<file path="src/rtl/abm_ram_read_arbiter.sv">
// abm_ram_read_arbiter: round-robin sharing of the ABM SDP RAM read port
// between NREQ burst-read requesters. Each granted burst is fetched one word
// at a time and handed out on a per-requester valid/ready beat stream.
module abm_ram_read_arbiter #(
    parameter int DW         = 512,
    parameter int AW         = 10,
    parameter int NREQ       = 2,
    parameter int RD_LATENCY = 1
) (
    input  logic                clk,
    input  logic                reset,
    output logic [AW-1:0]       ram_addr,
    input  logic [DW-1:0]       ram_data,
    input  logic [NREQ-1:0]     req_valid,
    output logic [NREQ-1:0]     req_ready,
    input  logic [NREQ*AW-1:0]  req_addr,
    input  logic [NREQ*8-1:0]   req_len,
    output logic [DW-1:0]       rd_data,
    output logic [NREQ-1:0]     rd_valid,
    output logic                rd_last,
    input  logic [NREQ-1:0]     rd_ready,
    output logic                busy,
    output logic [1:0]          owner
);

    typedef enum logic [1:0] {ARB, WAIT, DATA} state_t;

    state_t        state, state_nxt;
    logic [1:0]    last_owner;
    logic [7:0]    beats_left;
    logic [1:0]    wait_cnt;

    logic          win_vld;
    logic [1:0]    win;
    logic [AW-1:0] win_addr;
    logic [7:0]    win_len;
    logic          owner_rdy;

    // Round-robin pick: first valid requester starting just after last_owner.
    always_comb begin
        win_vld  = 1'b0;
        win      = '0;
        win_addr = '0;
        win_len  = '0;
        for (int k = 1; k <= NREQ; k++) begin
            for (int i = 0; i < NREQ; i++) begin
                if (!win_vld && req_valid[i] && ((int'(last_owner) + k) % NREQ) == i) begin
                    win_vld  = 1'b1;
                    win      = 2'(i);
                    win_addr = req_addr[i*AW +: AW];
                    win_len  = req_len[i*8 +: 8];
                end
            end
        end
    end

    // Only the current owner's rd_ready can complete a beat.
    always_comb begin
        owner_rdy = 1'b0;
        for (int i = 0; i < NREQ; i++) begin
            if (owner == 2'(i)) owner_rdy = rd_ready[i];
        end
    end

    // State register.
    always_ff @(posedge clk or posedge reset) begin
        if (reset) state <= ARB;
        else       state <= state_nxt;
    end

    // Next-state and request acceptance; grant only in ARB.
    always_comb begin
        state_nxt = state;
        req_ready = '0;
        case (state)
            ARB: begin
                if (win_vld) begin
                    for (int i = 0; i < NREQ; i++) req_ready[i] = (win == 2'(i));
                    state_nxt = WAIT;
                end
            end
            WAIT: if (wait_cnt == 2'd0) state_nxt = DATA;
            DATA: if (owner_rdy) state_nxt = rd_last ? ARB : WAIT;
            default: state_nxt = ARB;
        endcase
    end

    assign busy = (state != ARB);

    // Burst datapath: address stepping, latency wait and beat output register.
    always_ff @(posedge clk or posedge reset) begin
        if (reset) begin
            ram_addr   <= '0;
            rd_data    <= '0;
            rd_valid   <= '0;
            rd_last    <= 1'b0;
            owner      <= '0;
            last_owner <= 2'(NREQ - 1);
            beats_left <= '0;
            wait_cnt   <= '0;
        end else begin
            case (state)
                ARB: begin
                    if (win_vld) begin
                        owner      <= win;
                        ram_addr   <= win_addr;
                        beats_left <= win_len;
                        wait_cnt   <= 2'(RD_LATENCY);
                    end
                end
                WAIT: begin
                    if (wait_cnt != 2'd0) begin
                        wait_cnt <= wait_cnt - 2'd1;
                    end else begin
                        rd_data <= ram_data;
                        rd_last <= (beats_left == 8'd0);
                        for (int i = 0; i < NREQ; i++) rd_valid[i] <= (owner == 2'(i));
                    end
                end
                DATA: begin
                    if (owner_rdy) begin
                        rd_valid <= '0;
                        if (rd_last) begin
                            last_owner <= owner;
                        end else begin
                            ram_addr   <= ram_addr + 1'b1;
                            beats_left <= beats_left - 8'd1;
                            wait_cnt   <= 2'(RD_LATENCY);
                        end
                    end
                end
                default: ;
            endcase
        end
    end

endmodule

</file>
<file path="config.mk">
export PLATFORM = sky130hd
export DESIGN_NAME = abm_ram_read_arbiter
export DESIGN_NICKNAME = d
export VERILOG_FILES = /design/src/rtl/abm_ram_read_arbiter.sv
export SDC_FILE = /design/constraint.sdc
export NUM_CORES = 1
export LEC_CHECK = 0
export CAP_MARGIN = 30
export CORE_AREA = 2 2 423 425
export CTS_BUF_LIST = sky130_fd_sc_hd__clkbuf_16
export CTS_CLUSTER_SIZE = 12
export DETAILED_ROUTE_END_ITERATION = 8
export DIE_AREA = 0 0 425 427
export SLEW_MARGIN = 15
export SYNTH_ARGS = -nofsm -noshare
export SYNTH_HDL_FRONTEND = slang
export SYNTH_SLANG_ARGS = --single-unit
</file>
<file path="constraint.sdc">
create_clock -name clk -period 61.1 [get_ports clk]
set_input_delay 18.33 -clock clk [delete_from_list [all_inputs] [get_ports clk]]
set_output_delay 18.33 -clock clk [all_outputs]
set_load 0.05 [all_outputs]
</file>
==> metrics <==
result of the run completed; cell area reported after detailed placement 34250 um^2; Final Setup Violations 0; number of storage elements in the synthesis netlist 539; via count of the first global-routing pass roughly 16000; routability-driven placement congestion ratio 0.8671; area of all placed cells without fillers 36770 um^2; vias per cell 3.301; area of the die 181500 um^2; RSZ-0062 raised after global routing false; number of synthesized flops with an enable pin 0; number of clock sinks seen by CTS about 540; warning count from the yosys run 0; max-cap violation count 0; cell area after synthesis around 21000 um^2; proportion of synthesized area in mux cells 28.19%; total DRC errors in the routed layout 0; number of iterations in the first detailed-routing pass 5; Critical Setup Path Class primary input to primary output; number of buffers on the longest clock path 3; global-route usage over all layers 12.43%; peak supply drop around 0.00004 V; Gates resized, CTS repair 0; Worst Hold Class flop to flop; Max FO, Critical Path 19; Post-Route Utilization 20.74%; Placeable Area between 150000 and 200000 um^2; synthesized area per cell about 16 um^2; H-tree depth 3; required time at the endpoint of the critical path 42.77 ns; top cell types by occurrence after synthesis dfrtp_1, mux2_2, buf_2; Synth Area in Adders 0.1817%; pin count of the biggest net entering global routing 151; area share of the largest cell type after synthesis between 60% and 70%; buffer count from post-CTS setup fixing 0; wire length of the first global-routing pass 150.3 mm; synthesized netlist net count 1841; actual transition at the worst max-transition pin about 0.94 ns; routed length per placed instance 24.58 um; initial antenna violation count 65; cell type with the largest total area after synthesis dfrtp_1; Storage cell area 13490 um^2; CP Capture Type primary output; Final #Nets 2945; Final Max Tran Viols 0; detailed-route via count 15877; setup TNS after final layout 0 ns; post-synthesis async set-or-reset flop share 100.0%; Final Hold Slack 0.4846 ns; horizontal extent of the die 425 um; number of fill cells in the layout 19011; data arrival time at the worst-slack endpoint between 20 and 25 ns; synthesized-area fraction occupied by xor and xnor cells 0%; initial drt markers 701; WL final 118.2 mm; Pwr per Cell Area approximately 72 nW/um^2; post-CTS clock slew at the launch and capture registers of the worst setup and hold paths 0.06 ns; total I/O pin count 1084; top-count cell post-synth dfrtp_1; antenna viol nets, final 0; post-detail-place hpwl roughly 97 mm; top area cells in the synthesized netlist dfrtp_1, mux2_2, buf_2; sequential area share after synthesis 65.31%; Max Freq 25.53 MHz; starting density of the core approximately an eighth; fin crit share between 60 and 70%; multi-input logic area 6751 um^2; static leakage power 14.42 nW; Post-Synth Simple-Gate Area 1.611%; number of hold violations in the final report 0; synthesized instance count 1284; Synth Area in Compound Gates ~2.7%; clock latency at the later pin of the worst-skew pair 0.70 ns; count of different cell masters after synthesis 50; kind of launch point of the worst setup path primary input; Inserted Clock Buffers 73; Die Y-Extent ~430 um; signed area change from the synthesized netlist to the final layout 78.02%; gr ovfl total 0; time the final worst path needs with I/O delays and setup slightly below 40 ns; CTS Hold Bufs 0; largest family of logic cells by synthesized area multiplexers; primary flip-flop cell chosen by synthesis mapping dfrtp_1; CTS tree yes; Slew headroom 36.85%; # rows 155; Max Clock Skew 0.03833 ns; Root Driver clkbuf_16; Port Buffers ~1100; share of final-layout standard cells stronger than drive strength 1 26.47%
## sequential cells by signal, indices dropped and copies added, names as in the netlist
signal / flops
rd_data: 512
ram_addr: 10
beats_left: 8
rd_valid: 2
state: 2
wait_cnt: 2
last_owner: 1
owner: 1
rd_last: 1
## layer usage
metal  vias to the layer above  wire [um]  global-route usage, %
met5                         -          0                      0
li1                       6822          -                      -
met1                      8073      41870                  13.03
met4                         0       3208                  4.054
met2                       763      54130                  19.12
met3                       219      19030                  9.389
## worst paths after layout
kind,startpoint,to,slack [ns],cells after the start
max,req_valid[0],req_ready[1],21.92,4
min,beats_left[7],rd_last,0.48,1
max reg2reg,state[1],rd_data[242],56.87,6
min reg2reg,beats_left[7],rd_last,0.48,1
max in group asynchronous,reset,rd_data[221],40.27,6
min in group asynchronous,reset,rd_data[416],18.18,2
## cell usage in the layout, fill, tap and decap left out, drive strengths merged, types with 3 or more instances in the layout
cell           instances
clkdlybuf4s50       1082
dfrtp                538
mux2                 514
clkbuf                75
clkinv                31
inv                   29
buf                   21
o21ai                 17
nand2                 16
a21oi                 15
nor2                  13
a32oi                  9
bufinv                 9
diode                  7
a221oi                 7
nand3                  6
o22a                   5
nand4                  5
a22oi                  4
o22ai                  4
and2                   3
nor3                   3
nand2b                 3
a31oi                  3
or3                    3
ha                     3
mux2i                  3
## stage by stage
| stage | power (W) | worst slack, ns | std cells |
|---|---|---|---|
| 2_1_floorplan | 0.001589 | 23.32 | 1284 |
| 3_3_place_gp | 0.002210 | 22.04 | 4663 |
| 3_5_place_dp | 0.002222 | 21.99 | 4665 |
| 4_1_cts | 0.002690 | 21.99 | 4800 |
| 5_1_grt | 0.002782 | 21.86 | 4808 |
| 6_report | 0.002650 | 21.92 | 4810 |
## worst max-delay path: stages
cell,delay [ns]
clkdlybuf4s50_1,0.67
a21boi_2,0.79
and2_1,0.25
clkdlybuf4s50_1,0.81
## cell families (layout without fill, tap and decap cells)
family          after synthesis  count (layout)
fa+ha+maj                     3               3
compound gates               77              77
flops                       539             539
buf+inv                      83            1247
mux                         517             517
other cells                   1               8
simple gates                 64              64
## report_power, final
| part | switching [W] | internal [W] |
|---|---|---|
| clock network | 0.000182 | 0.000262 |
| logic | 0.00101 | 0.000544 |
| registers | 0.000108 | 0.000544 |
## area by class of cell
class / instances / area share (%)
repair buffers: 1103 / 30.16
diodes: 7 / 0.04764
clock buffers: 75 / 5.105
multi-input cells: 662 / 18.36
flip-flops and latches: 539 / 36.69
clock inverters: 60 / 1.511
well taps: 2355 / 8.014
inverters: 9 / 0.1123
Power figures use the tool's default switching activity.
